`src/rtl/seg7_pkg.sv`:
```
`default_nettype none
// ============================================================================
//  Module      : seg7_pkg
//  Description : Shared definitions for the seven-segment display controller:
//                active-high segment patterns for hex digits 0..F plus an
//                all-off pattern, the handshake FSM state type and the
//                nibble-to-segment decoder.
//                Segment bit order is {G,F,E,D,C,B,A}; A is bit 0.
//  Revision    : 1.0  initial release
// ============================================================================
package seg7_pkg;

    localparam logic [6:0] c_SEG_0     = 7'h3F;
    localparam logic [6:0] c_SEG_1     = 7'h06;
    localparam logic [6:0] c_SEG_2     = 7'h5B;
    localparam logic [6:0] c_SEG_3     = 7'h4F;
    localparam logic [6:0] c_SEG_4     = 7'h66;
    localparam logic [6:0] c_SEG_5     = 7'h6D;
    localparam logic [6:0] c_SEG_6     = 7'h7D;
    localparam logic [6:0] c_SEG_7     = 7'h07;
    localparam logic [6:0] c_SEG_8     = 7'h7F;
    localparam logic [6:0] c_SEG_9     = 7'h6F;
    localparam logic [6:0] c_SEG_A     = 7'h77;
    localparam logic [6:0] c_SEG_B     = 7'h7C;
    localparam logic [6:0] c_SEG_C     = 7'h39;
    localparam logic [6:0] c_SEG_D     = 7'h5E;
    localparam logic [6:0] c_SEG_E     = 7'h79;
    localparam logic [6:0] c_SEG_F     = 7'h71;
    localparam logic [6:0] c_SEG_BLANK = 7'h00;

    typedef enum logic [0:0] {
        ST_IDLE    = 1'b0,
        ST_PENDING = 1'b1
    } seg7_state_e;

    function automatic logic [6:0] hex_to_seg(input logic [3:0] nibble);
        logic [6:0] w_seg;
        case (nibble)
            4'h0:    w_seg = c_SEG_0;
            4'h1:    w_seg = c_SEG_1;
            4'h2:    w_seg = c_SEG_2;
            4'h3:    w_seg = c_SEG_3;
            4'h4:    w_seg = c_SEG_4;
            4'h5:    w_seg = c_SEG_5;
            4'h6:    w_seg = c_SEG_6;
            4'h7:    w_seg = c_SEG_7;
            4'h8:    w_seg = c_SEG_8;
            4'h9:    w_seg = c_SEG_9;
            4'hA:    w_seg = c_SEG_A;
            4'hB:    w_seg = c_SEG_B;
            4'hC:    w_seg = c_SEG_C;
            4'hD:    w_seg = c_SEG_D;
            4'hE:    w_seg = c_SEG_E;
            default: w_seg = c_SEG_F;
        endcase
        return w_seg;
    endfunction

endpackage
`default_nettype wire

```
`src/rtl/seg7_scan_timer.sv`:
```
`default_nettype none
// ============================================================================
//  Module      : seg7_scan_timer
//  Description : Scan timebase. A tick counter runs 0..SCAN_DIV-1 and wraps;
//                tick is high while it sits at SCAN_DIV-1. The digit index
//                advances on every tick and wraps after NUM_DIGITS-1; a tick
//                at the last index marks the end of a scan frame.
//  Ports       : clk       system clock
//                rst       synchronous active-high reset
//                tick      counter at its last value this cycle
//                frame_end tick on the last digit index
//                idx       digit currently being scanned
//  Revision    : 1.0  initial release
// ============================================================================
module seg7_scan_timer #(
    parameter int NUM_DIGITS = 2,
    parameter int SCAN_DIV   = 4096,
    parameter int IDX_W      = 1
) (
    input  logic             clk,
    input  logic             rst,
    output logic             tick,
    output logic             frame_end,
    output logic [IDX_W-1:0] idx
);

    localparam int               CNT_W      = $clog2(SCAN_DIV);
    localparam logic [CNT_W-1:0] c_CNT_LAST = CNT_W'(SCAN_DIV - 1);
    localparam logic [IDX_W-1:0] c_IDX_LAST = IDX_W'(NUM_DIGITS - 1);

    logic [CNT_W-1:0] r_cnt;
    logic [CNT_W-1:0] w_cnt_nxt;
    logic [IDX_W-1:0] r_idx;
    logic [IDX_W-1:0] w_idx_nxt;

    assign tick      = (r_cnt == c_CNT_LAST);
    assign frame_end = tick && (r_idx == c_IDX_LAST);
    assign idx       = r_idx;

    always_comb begin
        w_cnt_nxt = tick ? '0 : r_cnt + CNT_W'(1);
        w_idx_nxt = r_idx;
        // Explicit wrap keeps non-power-of-two digit counts in range.
        if (frame_end) begin
            w_idx_nxt = '0;
        end else if (tick) begin
            w_idx_nxt = r_idx + IDX_W'(1);
        end
    end

    always_ff @(posedge clk) begin
        if (rst) begin
            r_cnt <= '0;
            r_idx <= '0;
        end else begin
            r_cnt <= w_cnt_nxt;
            r_idx <= w_idx_nxt;
        end
    end

endmodule
`default_nettype wire

```
`src/rtl/seg7_display_ctrl.sv`:
```
`default_nettype none
// ============================================================================
//  Module      : seg7_display_ctrl
//  Description : Multi-digit hex seven-segment controller. Accepts a value
//                over valid/ready into a shadow register and commits it to
//                the display register only at a scan-frame end, so digits
//                never tear. Drives a static per-digit segment bus and a
//                time-multiplexed scan bus; all outputs are registered.
//                Optional build macro SEG7_BLANK_EN enables leading-zero
//                blanking (digit 0 is never blanked).
//  Ports       : i_Clk        system clock
//                i_Reset      synchronous active-high reset
//                i_Value      value to display, digit 0 in [3:0]
//                i_Valid      i_Value valid this cycle
//                o_Ready      controller can accept a value
//                o_Segments   static segments, digit k in [7k+6:7k]
//                o_Scan_Seg   segments of the scanned digit
//                o_Digit_Sel  one-hot scanned-digit enable
//  Revision    : 1.0  initial release
// ============================================================================
module seg7_display_ctrl
    import seg7_pkg::*;
#(
    parameter int NUM_DIGITS = 2,
    parameter int SCAN_DIV   = 4096,
    parameter int ACTIVE_LOW = 1
) (
    input  logic                    i_Clk,
    input  logic                    i_Reset,
    input  logic [4*NUM_DIGITS-1:0] i_Value,
    input  logic                    i_Valid,
    output logic                    o_Ready,
    output logic [7*NUM_DIGITS-1:0] o_Segments,
    output logic [6:0]              o_Scan_Seg,
    output logic [NUM_DIGITS-1:0]   o_Digit_Sel
);

    localparam int VAL_W = 4 * NUM_DIGITS;
    localparam int SEG_W = 7 * NUM_DIGITS;
    localparam int IDX_W = (NUM_DIGITS > 1) ? $clog2(NUM_DIGITS) : 1;

    localparam logic [SEG_W-1:0]      c_POL_SEGS = (ACTIVE_LOW != 0) ? '1 : '0;
    localparam logic [6:0]            c_POL_SCAN = (ACTIVE_LOW != 0) ? '1 : '0;
    localparam logic [NUM_DIGITS-1:0] c_POL_SEL  = (ACTIVE_LOW != 0) ? '1 : '0;

    // Active-high segment image of a whole value, blanking applied.
    function automatic logic [SEG_W-1:0] build_segs(input logic [VAL_W-1:0] val);
        logic [SEG_W-1:0] w_img;
        logic             w_lead;
        w_img  = '0;
        w_lead = 1'b1;
        for (int k = NUM_DIGITS - 1; k >= 0; k--) begin
`ifdef SEG7_BLANK_EN
            if (w_lead && (val[4*k +: 4] == 4'h0) && (k != 0)) begin
                w_img[7*k +: 7] = c_SEG_BLANK;
            end else begin
                w_lead          = 1'b0;
                w_img[7*k +: 7] = hex_to_seg(val[4*k +: 4]);
            end
`else
            w_lead          = 1'b0;
            w_img[7*k +: 7] = hex_to_seg(val[4*k +: 4]);
`endif
        end
        return w_img;
    endfunction

    logic             w_tick;
    logic             w_frame_end;
    logic [IDX_W-1:0] w_idx;

    seg7_scan_timer #(
        .NUM_DIGITS (NUM_DIGITS),
        .SCAN_DIV   (SCAN_DIV),
        .IDX_W      (IDX_W)
    ) u_scan_timer (
        .clk        (i_Clk),
        .rst        (i_Reset),
        .tick       (w_tick),
        .frame_end  (w_frame_end),
        .idx        (w_idx)
    );

    seg7_state_e           r_state;
    seg7_state_e           w_state_nxt;
    logic [VAL_W-1:0]      r_shadow;
    logic [VAL_W-1:0]      w_shadow_nxt;
    logic [VAL_W-1:0]      r_display;
    logic [VAL_W-1:0]      w_display_nxt;
    logic                  r_ready;
    logic [SEG_W-1:0]      r_segments;
    logic [6:0]            r_scan_seg;
    logic [NUM_DIGITS-1:0] r_digit_sel;

    logic                  w_xfer;
    logic [IDX_W-1:0]      w_idx_nxt;
    logic [SEG_W-1:0]      w_img_nxt;
    logic [SEG_W-1:0]      w_img_rst;
    logic [6:0]            w_scan_nxt;
    logic [NUM_DIGITS-1:0] w_sel_nxt;

    assign w_xfer    = i_Valid && r_ready;
    assign w_img_rst = build_segs('0);

    always_comb begin
        w_state_nxt   = r_state;
        w_shadow_nxt  = r_shadow;
        w_display_nxt = r_display;
        case (r_state)
            ST_IDLE: begin
                // Only capture here, never commit: a transfer on a frame-end
                // cycle therefore waits for the following frame end.
                if (w_xfer) begin
                    w_shadow_nxt = i_Value;
                    w_state_nxt  = ST_PENDING;
                end
            end
            ST_PENDING: begin
                if (w_frame_end) begin
                    w_display_nxt = r_shadow;
                    w_state_nxt   = ST_IDLE;
                end
            end
            default: w_state_nxt = ST_IDLE;
        endcase
    end

    // Outputs are registered from next-cycle display and index so a commit
    // or a digit step is visible on the very first cycle after its edge.
    always_comb begin
        w_idx_nxt = w_idx;
        if (w_frame_end) begin
            w_idx_nxt = '0;
        end else if (w_tick) begin
            w_idx_nxt = w_idx + IDX_W'(1);
        end
        w_img_nxt  = build_segs(w_display_nxt);
        w_scan_nxt = '0;
        w_sel_nxt  = '0;
        for (int k = 0; k < NUM_DIGITS; k++) begin
            if (w_idx_nxt == IDX_W'(k)) begin
                w_scan_nxt   = w_img_nxt[7*k +: 7];
                w_sel_nxt[k] = 1'b1;
            end
        end
    end

    always_ff @(posedge i_Clk) begin
        if (i_Reset) begin
            r_state     <= ST_IDLE;
            r_shadow    <= '0;
            r_display   <= '0;
            r_ready     <= 1'b0;
            r_segments  <= w_img_rst ^ c_POL_SEGS;
            r_scan_seg  <= w_img_rst[6:0] ^ c_POL_SCAN;
            r_digit_sel <= NUM_DIGITS'(1) ^ c_POL_SEL;
        end else begin
            r_state     <= w_state_nxt;
            r_shadow    <= w_shadow_nxt;
            r_display   <= w_display_nxt;
            r_ready     <= (w_state_nxt == ST_IDLE);
            r_segments  <= w_img_nxt ^ c_POL_SEGS;
            r_scan_seg  <= w_scan_nxt ^ c_POL_SCAN;
            r_digit_sel <= w_sel_nxt ^ c_POL_SEL;
        end
    end

    assign o_Ready     = r_ready;
    assign o_Segments  = r_segments;
    assign o_Scan_Seg  = r_scan_seg;
    assign o_Digit_Sel = r_digit_sel;

endmodule
`default_nettype wire

```
`config.mk`:
```
export PLATFORM = sky130hd
export DESIGN_NAME = seg7_display_ctrl
export DESIGN_NICKNAME = d
export VERILOG_FILES = /design/src/rtl/seg7_pkg.sv /design/src/rtl/seg7_scan_timer.sv /design/src/rtl/seg7_display_ctrl.sv
export SDC_FILE = /design/constraint.sdc
export NUM_CORES = 1
export LEC_CHECK = 0
export ABC_CLOCK_PERIOD_IN_PS = 3100
export CORE_AREA = 2 2 74 76
export CTS_CLUSTER_DIAMETER = 80
export CTS_CLUSTER_SIZE = 30
export DETAILED_ROUTE_END_ITERATION = 10
export DIE_AREA = 0 0 76 78
export PLACE_DENSITY_LB_ADDON = 0.2
export SLEW_MARGIN = 20
export SYNTH_ARGS = -nofsm -noshare
export SYNTH_HDL_FRONTEND = slang
export SYNTH_SLANG_ARGS = --single-unit
export TNS_END_PERCENT = 50
```
`constraint.sdc`:
```
create_clock -name i_Clk -period 3.1 [get_ports i_Clk]
set_input_delay 0.62 -clock i_Clk [delete_from_list [all_inputs] [get_ports i_Clk]]
set_output_delay 0.62 -clock i_Clk [all_outputs]
set_load 0.01 [all_outputs]
```
Word level (Yosys, flattened, before mapping)
Memory sizes are Yosys's and may differ from the RTL's. Cells that the tools add are included.

Eq/ne operators: 1. Muxes and demuxes: 10. Add/subtract/negate cells: 2. Bitwise gates (word level): 5. Reductions and logical operators: 4.

Operators with widths (number): 8-bit two-way mux (2); 14-bit inverter (1); 12-bit by 1-bit adder with 12-bit output (second input constant) (1); 12-bit equality test (second input constant) (1); 7-bit two-way mux (1); 7-bit inverter (1); 1-bit two-way mux (6); 1-bit logical AND (2); 1-bit inverter (2); 2-bit inverter (1); 1-bit one-hot mux with 2 select lines (1); 2-bit AND reduction (1); 2-bit OR reduction (1); 1-bit adder (second input constant) (1).

Flip-flop bits (word level): 54. Input bits: 11. Output and inout bits: 24. Memories: 2. Memory bits (read-only): 224.

Memories: (name not given) (depth 16, bits a word 7, read ports 1, clocked after Yosys merged registers in 0, wr ports 0, line seg7_pkg.sv:38) `case (nibble)`; (name not given) (depth 16, bits a word 7, read ports 1, clocked after Yosys merged registers in 0, wr ports 0, line seg7_pkg.sv:38).

Logic depth before layout (Yosys ltp)
An unclocked memory read counts as a cell.

Depth in word-level cells: 7. Mapped depth: 14. Gate-level depth less buffers: 13.

By module
Synthesis repeated with hierarchy kept, for this count alone.

Cells, all modules: 269. Area, all modules: 2602.5 um^2.

By module, submodules not included: seg7_display_ctrl (instances 1, cells an instance 203, sequential area each 820.8 um^2, area an instance 2003.2 um^2); seg7_scan_timer (instances 1, cells an instance 66, sequential area each 260.2 um^2, area an instance 599.3 um^2).

Worst setup path before layout
No wires, ideal clock.

Kind: register -> register. From: reg u_scan_timer.r_cnt[0]. To: reg r_scan_seg[5], in the netlist o_Scan_Seg[5]. Setup time: 0.131 ns. Data arrival time: 2.982 ns. Required time: 2.969 ns. Path buffers: 1. Slack: -0.013 ns. Stages on the path, launching flop included: 14. Path through: dfxtp_1 -> ha_1 -> nand2_1 -> nor4_1 -> and4_1 -> ha_1 -> nand2_4 -> buf_12 -> mux2i_1 -> inv_1 -> ha_1 -> or2_2 -> a32oi_1 -> o22ai_1.

Cells in the longest elaborated chain, start to end: 7. Elaborated cells between the ends (all ways): 10. Classes of those cells: eq/ne: 1; mux: 5; bitwise: 1; reduce/logical: 1; memory: 2.

RTL lines: start: declaration (line seg7_scan_timer.sv:31) `logic [CNT_W-1:0] r_cnt;`; start signal: assignment (line seg7_scan_timer.sv:56) `r_cnt <= w_cnt_nxt;`; 12-bit equality test (line seg7_scan_timer.sv:36) `assign tick = (r_cnt == c_CNT_LAST);`; 1-bit logical AND (line seg7_scan_timer.sv:37) `assign frame_end = tick && (r_idx == c_IDX_LAST);`; 8-bit two-way mux (line seg7_display_ctrl.sv:119) `if (w_frame_end) begin`; 8-bit two-way mux (line seg7_display_ctrl.sv:109) `case (r_state)`; net w_display_nxt[0] (line seg7_display_ctrl.sv:89) `logic [VAL_W-1:0] w_display_nxt;`; memory 16 x 7 bit; 7-bit two-way mux (line seg7_display_ctrl.sv:141) `if (w_idx_nxt == IDX_W'(k)) begin`; 7-bit inverter (no line); end signal: assignment (line seg7_display_ctrl.sv:155) `r_scan_seg <= w_img_rst[6:0] ^ c_POL_SCAN;`; end signal: assignment (line seg7_display_ctrl.sv:163) `r_scan_seg <= w_scan_nxt ^ c_POL_SCAN;`; end: declaration (line seg7_display_ctrl.sv:92) `logic [6:0] r_scan_seg;`.

The timed path passes the listed nets, and every way through them passes these cells. A chain may end at the register's enable or synchronous reset.

Worst setup path in the final report
Same ends and word-level chain as after synthesis.

==> results.json <==
{
  "clkTransAtPathRegs_ns": 0.09,
  "cts_made_buffers": 5,
  "synth_largest_area_cell": "dfxtp_1",
  "viasPerCell": 5.04,
  "yosysWarnings": 0,
  "ys_ff_latch": 53,
  "synthArstFlopShare_pct": 0,
  "drt-initial-drc-count": 122,
  "grt_overflow": 0,
  "grt_antenna_before_repair": 0,
  "crit_fanout": 10,
  "clk_latency_ns": 0.31,
  "yosysTopAreaCellShare_pct": 44.3,
  "power_density_mw_per_mm2": 416,
  "hold-worst-slack_ns": 0.462,
  "grt_setup_unrepaired": "no",
  "synth_area_leaders": "dfxtp_1, ha_1, nor2_1",
  "max_stage_delay_ns": 0.36,
  "slew_headroom_pct": 61.6,
  "drtAntennaViolNets": 0,
  "synth.distinct_cells": 50,
  "path_buf_inv": 1,
  "maxCapViolations": 0,
  "crit_path_top_delay_cell": "dfxtp_1",
  "crit_chain": "ha_1 -> nand2_1 -> nor4_2 -> and4_1 -> ha_4 -> nand2_8 -> mux2i_2 -> inv_1 -> ha_1 -> or2_2 -> a32oi_1 -> o22ai_1",
  "worst_pin_slew_ns": 0.575,
  "cp-end-kind": "flip-flop",
  "routed_wl_um": 4790,
  "ir_drop_mv": 0.215,
  "cts.sinks": 53,
  "synth-edff-count": 0,
  "fmaxAchievable_mhz": 354,
  "htreeDepth": 2,
  "grt_pass1_wl_um": 7670,
  "wire_per_inst_um": 13.4,
  "ys.flop_type": "dfxtp_1",
  "clockRootBuffer": "clkbuf_8",
  "cp_common_cell": "ha_1",
  "required_ns": 3.30,
  "fp.dieH_um": 78,
  "antenna_cells": 0,
  "cp-start-kind": "flip-flop",
  "setup_viol": 0,
  "coreArea_mm2": 0.00504,
  "dieWidth_um": 76,
  "postCtsSetupBuffers": 0,
  "layout_min_cycle_time_ns": 2.82,
  "grt_max_degree": 21,
  "io_buffer_count": 34,
  "io_pins": 35,
  "finalMaxSlewViolations": 0,
  "status": "completed",
  "area_delta_synth_final_pct": 25.3,
  "drive_gt1_share_pct": 13.3,
  "synth_area_mm2": 0.00240,
  "hold_violations": 0,
  "start_util_pct": 47.5,
  "drc": 0,
  "syn_inst": 246,
  "cts_max_path_buffers": 2,
  "gp_congestion": 0.858,
  "path_class": "reg2reg",
  "power.leakage_nw": 1.23,
  "avgSynthCellArea_um2": 9.75,
  "synth_nets": 271,
  "dr_total_vias": 1793,
  "power_mw": 1.25,
  "ys_seq_area_share_pct": 44.3,
  "worstHoldPathType": "reg2reg",
  "fin_crit_sh_pct": 91.0,
  "final_net_count": 310,
  "hpwlAfterDp_um": 3420,
  "rows": 26,
  "dr.pass1.iters": 5,
  "nFillCells": 456,
  "finClkSkew_ns": 0.00624,
  "arrival_ns": 3.02,
  "tns_ns": 0,
  "track_usage_pct": 16.3,
  "die_area_mm2": 0.00593,
  "cts_tree": "done",
  "crit_family": "simple AND/OR/NAND/NOR gates",
  "grt_pass1_vias": 1641
}
layer usage:
layer,vias to the layer above,part of all wire (%),GRT usage [%]
met2,54,44,26.6
met4,0,1.6,7.64
met3,8,4.7,3.49
met5,-,0,0
met1,814,50,20.7
li1,917,-,-
stage by stage:
step,cells,setup WS (ns),utilization (%),instance area [µm²]
finish,356,0.278,59.6,3000
global route,356,0.0267,59.6,3000
CTS,356,0.0477,58.5,2950
detailed placement,348,0.0801,56.1,2830
global placement,348,0.161,56.1,2830
floorplan,246,0.0119,-,2400
area by class of cell:
type / instances / area, µm² / share of cell area [%]
tap: 70 / 87.6 / 2.92
clock inverter: 2 / 37.5 / 1.25
multi-input combinational: 169 / 1270 / 42.4
clock buffer: 6 / 82.6 / 2.75
timing repair buffer: 44 / 415 / 13.8
sequential: 53 / 1060 / 35.3
inverter: 12 / 45.0 / 1.50
cells by family (layout without fill, tap and decap cells):
logic type	Yosys count	count (layout)	share of synthesized area, %
AO/OA/AOI/OAI	33	33	9.45
buffers and inverters	24	64	5.01
multiplexers	24	24	12.4
XOR/XNOR	10	10	3.65
adder cells (fa/ha/maj)	14	14	7.31
flip-flops	53	53	44.3
AND/OR/NAND/NOR	88	88	17.9
sequential cells by signal (all words and copies together) (netlist names):
name                count
o_Scan_Seg              7
r_shadow                8
o_Segments             14
o_Digit_Sel             2
r_state                 1
o_Ready                 1
u_scan_timer.r_cnt     12
r_display               8
power breakdown:
part           internal (mW)  leakage (nW)  switching (mW)
sequential             0.692         0.429          0.0136
clock                  0.263        0.0574           0.225
combinational         0.0308         0.746          0.0255
total                  0.985          1.23           0.264
cell usage in the layout (no fill, tap or decap), types with 3 or more instances in the layout:
| cell | instances |
|---|---|
| inv_1 | 12 |
| clkbuf_8 | 6 |
| nand2_1 | 8 |
| or2_2 | 3 |
| clkdlybuf4s50_1 | 34 |
| ha_1 | 13 |
| o22ai_1 | 7 |
| dfxtp_1 | 53 |
| nand2b_1 | 3 |
| mux2i_1 | 14 |
| nor2_1 | 46 |
| nand3_1 | 6 |
| o21ai_0 | 3 |
| mux2i_4 | 5 |
| a31oi_1 | 5 |
| xor2_1 | 5 |
| buf_4 | 10 |
| xnor2_1 | 5 |
| a21oi_1 | 6 |
| nor3b_1 | 5 |
final timing paths:
kind | startpoint | end | slack, ns | depth (start not counted)
setup reg to reg | u_scan_timer.r_cnt[0] | o_Scan_Seg[5] | 0.28 | 12
hold / removal | u_scan_timer.r_cnt[0] | u_scan_timer.r_cnt[0] | 0.46 | 1
setup / recovery | u_scan_timer.r_cnt[0] | o_Scan_Seg[5] | 0.28 | 12
hold reg to reg | u_scan_timer.r_cnt[0] | u_scan_timer.r_cnt[0] | 0.46 | 1
what timing repair did:
item / in CTS / in global routing
hold endpoints to repair: 0 / 0
resized for setup: 0 / 9
hold buffers: 0 / 0
setup endpoints to repair: 0 / 18
Yosys cell counts (2+ instances only):
library cell and instances:
clkbuf_1 6, o22ai_1 7, a31oi_1 5, mux2_2 2, nand3b_1 2, o21ai_0 3, mux2i_1 17, nor3_1 2
nor3b_1 5, mux2i_4 4, nand3_1 6, dfxtp_1 53, nor2_1 46, a21oi_1 6, and2_1 2, xnor2_1 5
or2_2 3, or3_1 2, nand2_1 8, buf_2 2, inv_1 12, ha_1 14, xor2_1 5, nand2b_1 3
(Power assumes the default switching activity.)
